## config.mk

```make
export PLATFORM = sky130hd
export DESIGN_NAME = posit_decode_pipe
export DESIGN_NICKNAME = d
export VERILOG_FILES = /design/src/rtl/posit_decode_pipe.sv
export SDC_FILE = /design/constraint.sdc
export NUM_CORES = 1
export LEC_CHECK = 0
export CAP_MARGIN = 30
export CELL_PAD_IN_SITES_DETAIL_PLACEMENT = 1
export CELL_PAD_IN_SITES_GLOBAL_PLACEMENT = 2
export CORE_UTILIZATION = 33
export CTS_CLUSTER_SIZE = 28
export DETAILED_ROUTE_END_ITERATION = 8
export PLACE_DENSITY_LB_ADDON = 0.1
export SYNTH_ARGS = -nofsm -noshare
export SYNTH_HDL_FRONTEND = slang
export SYNTH_SLANG_ARGS = --single-unit
```

## constraint.sdc

```tcl
create_clock -name Clk -period 5.82 [get_ports Clk]
set_input_delay 0.582 -clock Clk [delete_from_list [all_inputs] [get_ports Clk]]
set_output_delay 0.582 -clock Clk [all_outputs]
set_load 0.02 [all_outputs]
```

## src/rtl/posit_decode_pipe.sv

```systemverilog
// posit_decode_pipe: two-stage pipelined posit field decoder behind a
// valid/ready stream. Stage 1 normalises the sign and measures the regime
// run. Stage 2 extracts the regime, exponent, mantissa and scale into the
// registered output ports. When ES is 0 the Exponent port is one bit wide
// and always reads 0.
module posit_decode_pipe #(
  parameter int N  = 8,
  parameter int ES = 2,
  parameter int RS = $clog2(N),
  localparam int EW = (ES > 0) ? ES : 1
) (
  input  logic                 Clk,
  input  logic                 Reset,
  input  logic                 InValid,
  output logic                 InReady,
  input  logic [N-1:0]         In,
  output logic                 OutValid,
  input  logic                 OutReady,
  output logic                 Sign,
  output logic signed [RS:0]   RegimeValue,
  output logic [EW-1:0]        Exponent,
  output logic [N-1:0]         Mantissa,
  output logic signed [RS+ES:0] Scale,
  output logic                 IsZero,
  output logic                 IsNaR
);

  localparam int BW = N - 1;          // body width below the sign bit
  localparam int SW = RS + ES + 1;    // scale width
  localparam logic [N-1:0] NAR_WORD = {1'b1, {(N-1){1'b0}}};

  // Stage-1 registers
  logic              s1_valid_r;
  logic              s1_sign_r;
  logic [BW-1:0]     s1_mag_r;
  logic              s1_lead_r;
  logic [RS-1:0]     s1_run_r;
  logic              s1_zero_r;
  logic              s1_nar_r;

  // Stage-1 combinational results
  logic [BW-1:0]     mag_s;
  logic [RS-1:0]     run_s;
  logic              done_s;
  logic              zero_s;
  logic              nar_s;

  // Stage-2 combinational results
  logic [RS:0]       run_ext_s;
  logic [RS:0]       shamt_s;
  logic [BW-1:0]     rem_s;
  logic signed [RS:0] regime_s;
  logic [EW-1:0]     exp_s;
  logic [N-1:0]      mant_s;
  logic signed [SW-1:0] scale_s;
  logic              sign_s;

  // Handshake
  logic              s2_load_s;
  logic              s1_load_s;

  assign s2_load_s = ~OutValid | OutReady;
  assign s1_load_s = ~s1_valid_r | s2_load_s;
  assign InReady   = s1_load_s;

  // Stage 1: fold negative posits to magnitude and measure the regime run
  always_comb begin
    zero_s = (In == {N{1'b0}});
    nar_s  = (In == NAR_WORD);
    if (In[N-1]) begin
      mag_s = ~In[N-2:0] + BW'(1);
    end else begin
      mag_s = In[N-2:0];
    end
    run_s  = {RS{1'b0}};
    done_s = 1'b0;
    for (int i = N - 2; i >= 0; i--) begin
      if (!done_s && (mag_s[i] == mag_s[N-2])) begin
        run_s = run_s + RS'(1);
      end else begin
        done_s = 1'b1;
      end
    end
  end

  // Stage-1 register: captures the body whenever the stage may advance
  always_ff @(posedge Clk or posedge Reset) begin
    if (Reset) begin
      s1_valid_r <= 1'b0;
      s1_sign_r  <= 1'b0;
      s1_mag_r   <= {BW{1'b0}};
      s1_lead_r  <= 1'b0;
      s1_run_r   <= {RS{1'b0}};
      s1_zero_r  <= 1'b0;
      s1_nar_r   <= 1'b0;
    end else if (s1_load_s) begin
      s1_valid_r <= InValid;
      s1_sign_r  <= In[N-1];
      s1_mag_r   <= mag_s;
      s1_lead_r  <= mag_s[BW-1];
      s1_run_r   <= run_s;
      s1_zero_r  <= zero_s;
      s1_nar_r   <= nar_s;
    end
  end

  // Stage 2: strip regime plus terminator, then split exponent and fraction
  always_comb begin
    run_ext_s = {1'b0, s1_run_r};
    // a run that reaches the LSB shifts everything out, so no terminator case
    shamt_s   = run_ext_s + (RS+1)'(1);
    rem_s     = s1_mag_r << shamt_s;
    if (s1_zero_r || s1_nar_r) begin
      sign_s   = s1_nar_r;
      regime_s = '0;
      exp_s    = {EW{1'b0}};
      mant_s   = {N{1'b0}};
      scale_s  = '0;
    end else begin
      sign_s = s1_sign_r;
      if (s1_lead_r) begin
        regime_s = run_ext_s - (RS+1)'(1);
      end else begin
        regime_s = (RS+1)'(0) - run_ext_s;
      end
      exp_s   = EW'(rem_s >> (BW - ES));
      mant_s  = {1'b1, BW'(rem_s << ES)};
      scale_s = (SW'(regime_s) <<< ES) + $signed(SW'(exp_s));
    end
  end

  // Stage-2 register: output ports, held while the consumer stalls
  always_ff @(posedge Clk or posedge Reset) begin
    if (Reset) begin
      OutValid    <= 1'b0;
      Sign        <= 1'b0;
      RegimeValue <= '0;
      Exponent    <= {EW{1'b0}};
      Mantissa    <= {N{1'b0}};
      Scale       <= '0;
      IsZero      <= 1'b0;
      IsNaR       <= 1'b0;
    end else if (s2_load_s) begin
      OutValid <= s1_valid_r;
      if (s1_valid_r) begin
        Sign        <= sign_s;
        RegimeValue <= regime_s;
        Exponent    <= exp_s;
        Mantissa    <= mant_s;
        Scale       <= scale_s;
        IsZero      <= s1_zero_r;
        IsNaR       <= s1_nar_r;
      end
    end
  end

endmodule

```

==> summary.md, run 1 <==
| Metric | Value |
|---|---|
| Slew @ Worst Pin | `0.658 ns` |
| # port buffers | `34` |
| FF-to-FF Start | `s1_run_r[0]` |
| Ant diodes | `0` |
| DRC Markers | `0` |
| Critical Path AT | `2.69 ns` |
| Main flop type after synthesis | `dfrtp_1` |
| Post-layout min period | `3.28 ns` |
| Post-synthesis adder-cell area fraction | `0.0211` |
| Post-layout util | `0.435` |
| Leakage | `0.937 nW` |
| Max stage delay on crit path | `0.65 ns` |
| Worst reg2reg path endpoint | `Scale[1]` |
| Mean Syn Cell Area | `9.22 µm²` |
| Tot Pwr | `0.815 mW` |
| Ys async rst share | `1.00` |
| DR pass1 iterations | `4` |
| Slowest-stage cell, CP | `clkdlybuf4s50_1` |
| Outcome | `completed` |
| WHS Endpoint | `Mantissa[7]` |
| Final hold vios | `0` |
| Worst reg-to-reg path cell count | `7` |
| Area delta synth->final | `25.7%` |
| Initial antenna violation count | `0` |
| Top-level port count | `37` |
| Worst min path class | `flip-flop to flip-flop` |
| Reg-to-reg slack, setup | `3.32 ns` |
| Register area share after synthesis | `0.422` |
| Wirelength per Cell | `14.5 µm` |
| XOR/XNOR Fraction of Synth Area | `0.0767` |
| Post-route cell area | `0.00224 mm²` |
| Fin. max-slew vios | `0` |
| Post-Route WL | `4.23 mm` |
| Post-Route Skew | `0.00628 ns` |
| Multiplexer share of the synthesized area | `0.0534` |
| Vias per Instance | `4.89` |
| Die area | `0.00569 mm²` |
| Largest net degree at the start of global routing | `21` |
| Post-synth EDFFs | `0` |
| # setup viols final | `0` |
| Estimated wirelength of the detail-placed design | `3.39 mm` |
| Count of state elements after synthesis | `30` |
| Worst-path fanout max | `20` |
| Chip Width | `75.4 µm` |
| Setup Buffers After CTS | `0` |
| CTS root buf | `clkbuf_8` |
| GP Congestion | `0.916` |
| Initial Utilization | `0.346` |
| CTS Hold Bufs | `0` |
| Max-Cap Viols | `0` |
| Post-CTS sizing | `0` |
| Tot GR Track Use | `0.169` |
| Hold depth | `1` |
| Reg clk slew, reported paths | `0.06 ns` |
| FMAX | `0.305 GHz` |
| Die height | `75.4 µm` |
| CP startpoint | `OutReady` |
| RSZ-0062 raised after global routing | `false` |
| Setup CP Type | `primary input to primary output` |
| Row count | `26` |
| Clock Path Buffers | `2` |
| CP Cell Sequence | `clkdlybuf4s50_1 -> nand2b_1 -> nor2_1 -> inv_1 -> clkdlybuf4s50_1` |
| Total CTS buffers | `5` |
| Mapped Cells | `193` |
| YS warnings | `0` |
| CTS tree | `yes` |
| Post-Syn Area | `0.00178 mm²` |
| Sink Count | `30` |
| Crit path capture type | `primary output` |
| GRT overflow | `0` |
| Tcrit/Tclk final | `0.563` |
| Setup_tns | `0 ns` |
| Core area | `0.00514 mm²` |
| Vias | `1,424` |
| Peak supply drop | `0.115 mV` |
| Startpoint of the worst hold path | `Mantissa[7]` |
| Slew HR | `0.561` |
| Main combinational cell family by area after synthesis | `compound AO/OA/AOI/OAI gates` |
| Placed instance area | `0.00214 mm²` |
| Most used cell, CP | `clkdlybuf4s50_1` |
| CP required | `5.24 ns` |
| Unique masters post-synth | `43` |
| Crit start category | `primary input` |
| Pwr dens | `364 mW/mm²` |
| Number of global-route vias before repair | `1,426` |
| First-pass GRT wire length | `7.04 mm` |
| Htree depth | `2` |
| Post-DRT Antenna Nets | `0` |
| Simple-gate share of the synthesized area | `0.174` |
| Synth Area in Compound Gates | `0.177` |
| DRT iter0 DRCs | `35` |
| Clk_lat worst skew | `0.28 ns` |
| Layout cells sized above 1 | `0.104` |
| Final nets | `235` |
-- worst max-delay path by stage --
stage	cells past startpoint	slack (ns)	endpoint
2_1_floorplan	8	3.42	s1_run_r[0]
5_1_grt	5	2.34	InReady
6_report	5	2.54	InReady
4_1_cts	5	2.54	InReady
3_5_place_dp	5	2.56	InReady
3_3_place_gp	5	2.61	InReady
-- synthesized netlist by cell type (4+ instances only) --
master	instances	area, µm²
mux2i_1	5	50.1
inv_1	10	37.5
o21ai_0	16	80.1
clkbuf_1	6	22.5
nand2_1	25	93.8
nand2b_1	4	25.0
a21oi_1	11	55.1
buf_4	9	67.6
dfrtp_1	30	751
nor2_1	17	63.8
mux2_2	4	45.0
xnor2_1	7	61.3
-- cell type report --
type	instances	area (µm²)
Sequential cell	30	751
Inverter	10	37.5
Timing Repair Buffer	35	368
Multi-Input combinational cell	138	901
Clock inverter	1	5.00
Tap cell	70	87.6
Fill cell	621	2900
Clock buffer	7	86.3
-- critical path: cells and delay by family --
family                 cells  cell delay, ns
buffers and inverters      3            1.46
AND/OR/NAND/NOR            2            0.65
-- layout by cell type, fill, tap and decap left out, types with 4 or more instances in the layout --
cell              n
xnor2_1           7
nand2_1          25
mux2_2            4
mux2i_1           5
nand2b_1          4
clkdlybuf4s50_1  34
inv_1            10
o21ai_0          16
dfrtp_1          30
nor2_1           17
clkbuf_8          6
a21oi_1          11
-- metal layers --
layer	share of wire	up-vias	GRT usage
met3	0.028	6	0.0410
met1	0.46	674	0.204
met4	0.020	0	0.0720
met2	0.49	33	0.286
met5	0	-	0
li1	-	711	-
-- logic make-up after synthesis --
family / Yosys count
AND/OR/NAND/NOR: 64
AO/OA/AOI/OAI: 47
flip-flops: 30
buffers and inverters: 26
XOR/XNOR: 13
multiplexers: 9
adder cells (fa/ha/maj): 3
other: 1
-- per-stage QoR --
step,setup WS (ns),hold WS [ns],cells
6_report,2.54,0.474,291
5_1_grt,2.34,0.509,291
4_1_cts,2.54,0.481,291
3_5_place_dp,2.56,0.466,283
3_3_place_gp,2.61,0.463,282
2_1_floorplan,3.42,0.446,194
-- sequential cells by signal, summed over array words and instances (netlist names) --
name	cells
Exponent	1
IsNaR	1
IsZero	1
Mantissa	6
OutValid	1
RegimeValue	4
Scale	1
Sign	1
s1_mag_r	7
s1_nar_r	1
s1_run_r	3
s1_sign_r	1
s1_valid_r	1
s1_zero_r	1
-- power by group --
part / switching [mW] / internal, mW
sequential: 0.0396 / 0.253
combinational: 0.185 / 0.165
clock: 0.0773 / 0.0952
No activity file was read; power rests on OpenSTA's default activity.
==> run 2, diff against run 1 <==
CORE_UTILIZATION = 28   (was 33)
clock period = 2.7 ns   (was 5.82 ns; I/O delays follow)
==> run 2 against run 1 <==
Against the previous run:
- critical path depth grew 4
- cell count is 6.2% higher
- global-route usage decreased by 1.7 points
- flip-flop and latch count is the same
- sequential power is 110% higher
- worst setup slack got worse by 2.2 ns
- sequential share of layout area down 1.2 points
- clock power grew 110%
==> summary.md, run 2 (synthesis gave the netlist of run 1 again) <==
| Metric | Value |
|---|---|
| Max-Cap Viols | `0 (unchanged)` |
| Vias | `1,470 (+3.2%)` |
| Area delta synth->final | `30.4%` |
| Placed instance area | `0.00223 mm² (+3.9%)` |
| Pwr dens | `765 mW/mm² (+110%)` |
| Final hold vios | `0 (unchanged)` |
| Clock Path Buffers | `2 (unchanged)` |
| Top-level port count | `37 (unchanged)` |
| Comb pwr share | `0.443 (+0.014)` |
| DR pass1 iterations | `4 (unchanged)` |
| Setup_tns | `0 ns (unchanged)` |
| # port buffers | `34 (unchanged)` |
| Largest net degree at the start of global routing | `31 (+48%)` |
| Initial Utilization | `0.295 (-0.0509)` |
| First-pass GRT wire length | `7.60 mm (+7.9%)` |
| CTS Hold Bufs | `0 (unchanged)` |
| Post-Route Skew | `0.00884 ns (+0.00256 ns)` |
| Post-route cell area | `0.00232 mm² (+3.7%)` |
| Die area | `0.00668 mm² (+17%)` |
| Sw power | `0.645 mW (+110%)` |
| Commonest non-fill, non-tap cells in the layout | `clkdlybuf4s50_1 (34), dfrtp_1 (30), nand2_1 (25)` |
| CTS root buf | `clkbuf_8` |
| # setup viols final | `0 (unchanged)` |
| Worst-path fanout max | `5 (-75%)` |
| Sink Count | `30 (unchanged)` |
| Clock Power Share | `0.209 (-0.003)` |
| Post-layout min period | `2.39 ns` |
| Post-Route WL | `4.35 mm (+2.9%)` |
| Htree depth | `2 (unchanged)` |
| Post-DRT Antenna Nets | `0 (unchanged)` |
| Wirelength per Cell | `14.1 µm (-3.1%)` |
| Row count | `28 (+7.7%)` |
| GRT overflow | `0 (unchanged)` |
| Post-CTS sizing | `0 (unchanged)` |
| Number of global-route vias before repair | `1,604 (+12%)` |
| FMAX | `0.419 GHz` |
| Fin. max-slew vios | `0 (unchanged)` |
| GP Congestion | `0.845 (-7.7%)` |
| Clk_lat worst skew | `0.28 ns (about the same)` |
| CP required | `2.86 ns (-2.38 ns)` |
| Sw Share | `0.363 (-0.00665)` |
| Post-layout util | `0.385 (-0.0500)` |
| Regs by FF count | `s1_mag_r: 7 flops, Mantissa: 6 flops, RegimeValue: 4 flops` |
| Tcrit/Tclk final | `0.884` |
| DRT iter0 DRCs | `29 (-17%)` |
| Chip Width | `81.7 µm (+8.3%)` |
| CTS tree | `yes` |
| Crit path capture type | `flip-flop` |
| Ant diodes | `0 (unchanged)` |
| Estimated wirelength of the detail-placed design | `3.54 mm (+4.6%)` |
| Leakage | `0.992 nW (+5.8%)` |
| Vias per Instance | `4.76 (-2.8%)` |
| Most flop-heavy register | `s1_mag_r` |
| Core area | `0.00603 mm² (+17%)` |
| Commonest non-fill, non-tap cell in the layout | `clkdlybuf4s50_1` |
| Final nets | `248 (+5.5%)` |
| Layout cells sized above 1 | `0.154 (+0.0498)` |
| RSZ-0062 raised after global routing | `false` |
| Initial antenna violation count | `0 (unchanged)` |
| Crit start category | `primary input` |
| Die height | `81.7 µm (+8.3%)` |
| Total CTS buffers | `5 (unchanged)` |
| Max reg flops | `7 (unchanged)` |
| P_int | `1.13 mW (+120%)` |
| Outcome | `completed` |
| Peak supply drop | `0.331 mV (+190%)` |
| Critical Path AT | `2.55 ns (-0.14 ns)` |
| Setup CP Type | `primary input to flip-flop` |
| Worst min path class | `primary input to asynchronous set/reset pin` |
| Setup Buffers After CTS | `0 (unchanged)` |
| Tot GR Track Use | `0.151 (-0.0174)` |
| Reg clk slew, reported paths | `0.07 ns (about the same)` |
| DRC Markers | `0 (unchanged)` |
| Seq pwr share | `0.349 (-0.010)` |
==> run 2: cell count changes in the layout (fill, tap and decap cells not counted) <==
cell	change
buf_16	-1
buf_4	+14
==> run 2: power groups by stage <==
stage	registers (mW)	logic [mW]	clock network [mW]
after floorplan	0.701	0.424	0
after global placement	0.622	0.788	0
after detailed placement	0.632	0.796	0
after CTS	0.623	0.799	0.386
after global routing	0.635	0.873	0.408
final	0.619	0.785	0.370
==> run 2: area by class of cell <==
class / count / area [µm²]
Clock buffer: 7 / 86.3
Clock inverter: 1 / 5.00
Fill cell: 725 / 3710
Inverter: 10 / 37.5
Multi-Input combinational cell: 138 / 901
Sequential cell: 30 / 751
Tap cell: 75 / 93.8
Timing Repair Buffer: 48 / 445
==> run 2: final timing paths <==
check	start	end	slack, ns	cells past startpoint
setup / recovery	In[0]	s1_run_r[0]	0.31	9
hold / removal	Reset	Scale[1]	0.38	3
setup reg to reg	s1_run_r[1]	Scale[1]	0.71	7
hold reg to reg	Mantissa[7]	Mantissa[7]	0.48	1
max in group asynchronous	Reset	OutValid	2.04	3
min in group Clk	Mantissa[7]	Mantissa[7]	0.48	1
==> run 2: layer usage <==
layer  share of wire  vias to the layer above  GRT usage
met2            0.54                       31      0.289
met1            0.42                      709      0.163
li1                -                      728          -
met5               0                        -          0
met4          0.0096                        0     0.0526
met3           0.032                        2     0.0300
==> run 2: worst max-delay path, stage by stage <==
cell and delay (ns):
clkdlybuf4s50_1 0.48, inv_1 0.12, ha_1 0.18, or2b_2 0.34, o21ai_2 0.18, xor2_2 0.12, or4_4 0.55, a22oi_2 0.22
o31ai_2 0.08
==> run 2: through the flow <==
stage | worst slack, ns | total power, mW | hold slack (ns) | instances
after CTS | 0.314 | 1.81 | 0.394 | 309
after floorplan | 0.319 | 1.12 | 0.361 | 194
after global routing | 0.237 | 1.92 | 0.409 | 309
final | 0.313 | 1.77 | 0.379 | 309
after global placement | 0.118 | 1.41 | 0.459 | 301
after detailed placement | 0.0173 | 1.43 | 0.469 | 301
==> run 3, diff against run 2 <==
CORE_UTILIZATION = 31   (was 28)
HOLD_SLACK_MARGIN = 0.05   (was unset)
clock period = 2.5 ns   (was 2.7 ns; I/O delays follow)
==> run 3 against run 2 <==
Against the previous run:
- sequential power grew 8.1%
- core utilization grew 4.2 points
- wire length decreased by 0.41%
- critical path depth is the same
- hold slack worse by 0.034 ns
- critical path type unchanged
- critical endpoint unchanged
- largest cell class unchanged
==> summary.md, run 3 (synthesis gave the netlist of run 1 again) <==
| Metric | Value |
|---|---|
| Outcome | `completed` |
| Total CTS buffers | `5 (unchanged)` |
| # setup viols final | `0 (unchanged)` |
| Fin. max-slew vios | `0 (unchanged)` |
| Reg clk slew, reported paths | `0.06 ns (about the same)` |
| CTS tree | `yes` |
| Leakage | `1.02 nW (+2.4%)` |
| Initial antenna violation count | `0 (unchanged)` |
| Wirelength per Cell | `13.9 µm (-1.1%)` |
| Post-CTS sizing | `0 (unchanged)` |
| Die height | `77.8 µm (-4.8%)` |
| DRC Markers | `0 (unchanged)` |
| Number of global-route vias before repair | `1,619 (+0.94%)` |
| Max stage delay on crit path | `0.56 ns (about the same)` |
| Setup CP Type | `primary input to flip-flop` |
| GP Congestion | `0.804 (-4.9%)` |
| Final nets | `253 (+2.0%)` |
| Max reg flops | `7 (unchanged)` |
| DRT iter0 DRCs | `36 (+24%)` |
| Post-Route Skew | `0.00237 ns (-0.00647 ns)` |
| Crit path capture type | `flip-flop` |
| Estimated wirelength of the detail-placed design | `3.57 mm (+0.71%)` |
| Core area | `0.00551 mm² (-8.6%)` |
| DR pass1 iterations | `4 (unchanged)` |
| Tot Pwr | `1.92 mW (+8.0%)` |
| Tcrit/Tclk final | `0.899` |
| CP required | `2.66 ns (-0.20 ns)` |
| Ant diodes | `0 (unchanged)` |
| Most flop-heavy register | `s1_mag_r` |
| Commonest non-fill, non-tap cell in the layout | `clkdlybuf4s50_1` |
| Peak supply drop | `0.305 mV (-7.7%)` |
| CTS Hold Bufs | `0 (unchanged)` |
| Layout cells sized above 1 | `0.172 (+0.0177)` |
| CP Cell Sequence | `clkdlybuf4s50_1 -> inv_1 -> ha_1 -> or2b_2 -> o21ai_2 -> xor2_2 -> or4_4 -> a22oi_2 -> o31ai_2` |
| FMAX | `0.445 GHz` |
| Pwr dens | `814 mW/mm² (+6.4%)` |
| # port buffers | `34 (unchanged)` |
| Vias per Instance | `4.93 (+3.6%)` |
| Setup Buffers After CTS | `0 (unchanged)` |
| Slowest-stage cell, CP | `or4_4` |
| Clock Path Buffers | `2 (unchanged)` |
| Reg-to-reg slack, setup | `0.64 ns (-0.07 ns)` |
| Chip Width | `77.8 µm (-4.8%)` |
| Clk_lat worst skew | `0.28 ns (about the same)` |
| RSZ-0062 raised after global routing | `false` |
| Area delta synth->final | `32.3%` |
| Post-layout min period | `2.25 ns` |
| Worst-path fanout max | `4 (-1)` |
| Critical Path AT | `2.41 ns (-0.14 ns)` |
| Sink Count | `30 (unchanged)` |
| Tot GR Track Use | `0.164 (+0.0125)` |
| Post-DRT Antenna Nets | `0 (unchanged)` |
| Htree depth | `2 (unchanged)` |
| Crit start category | `primary input` |
| Max-Cap Viols | `0 (unchanged)` |
| Kind of cell adding the most delay to the critical path | `simple AND/OR/NAND/NOR gates` |
| Initial Utilization | `0.323 (+0.0278)` |
| First-pass GRT wire length | `7.70 mm (+1.3%)` |
| Commonest non-fill, non-tap cells in the layout | `clkdlybuf4s50_1 (34), dfrtp_1 (30), nand2_1 (25)` |
| Worst hold margin | `0.345 ns (-0.0343 ns)` |
| CP bufs+invs | `2 (unchanged)` |
| Worst min path class | `primary input to asynchronous set/reset pin` |
| Die area | `0.00605 mm² (-9.4%)` |
| Post-Route WL | `4.34 mm (-0.41%)` |
| CTS root buf | `clkbuf_8` |
| Vias | `1,533 (+4.3%)` |
| Final hold vios | `0 (unchanged)` |
| Largest net degree at the start of global routing | `31 (unchanged)` |
| Fillers | `663 (-8.6%)` |
| Top-level port count | `37 (unchanged)` |
| Row count | `27 (-3.6%)` |
| Regs by FF count | `s1_mag_r: 7 flops, Mantissa: 6 flops, RegimeValue: 4 flops` |
| GRT overflow | `0 (unchanged)` |
==> run 3: final timing paths <==
kind | from | to | cells past startpoint
max | In[0] | s1_run_r[0] | 9
min | Reset | s1_nar_r | 3
max reg2reg | s1_run_r[1] | Mantissa[6] | 8
min reg2reg | Mantissa[7] | Mantissa[7] | 1
max in group asynchronous | Reset | Mantissa[4] | 3
min in group Clk | Mantissa[7] | Mantissa[7] | 1
==> run 3: layout make-up <==
class / instances / area, µm² / share of cell area
repair buffers: 53 / 483 / 0.205
clock inverters: 1 / 5.00 / 0.00213
multi-input cells: 138 / 901 / 0.383
clock buffers: 7 / 86.3 / 0.0367
inverters: 10 / 37.5 / 0.0159
well taps: 72 / 90.1 / 0.0383
flip-flops and latches: 30 / 751 / 0.319
==> run 3: worst min-delay path: cells and delay by family <==
family                 cells  cell delay [ns]
buffers and inverters      3             0.78
==> run 3: per-stage QoR <==
step	setup WS, ns	std cells	utilization	setup TNS [ns]	area [µm²]
floorplan	0.119	194	-	0	1780
global placement	0.0480	303	0.411	0	2260
detailed placement	-0.0493	303	0.411	-0.0493	2260
CTS	0.252	311	0.427	0	2350
global route	0.184	311	0.427	0	2350
finish	0.252	311	0.427	0	2350
==> run 3: layer usage <==
layer	global-route usage	share of wire
met2	0.319	0.55
met3	0.0365	0.032
met1	0.171	0.41
met4	0.0509	0.0078
met5	0	0
==> run 3: power by group <==
part | total (mW) | leakage (nW) | internal, mW | switching (mW)
clock | 0.394 | 0.0482 | 0.222 | 0.173
combinational | 0.853 | 0.598 | 0.413 | 0.440
sequential | 0.669 | 0.369 | 0.589 | 0.0799
total | 1.92 | 1.02 | 1.22 | 0.693
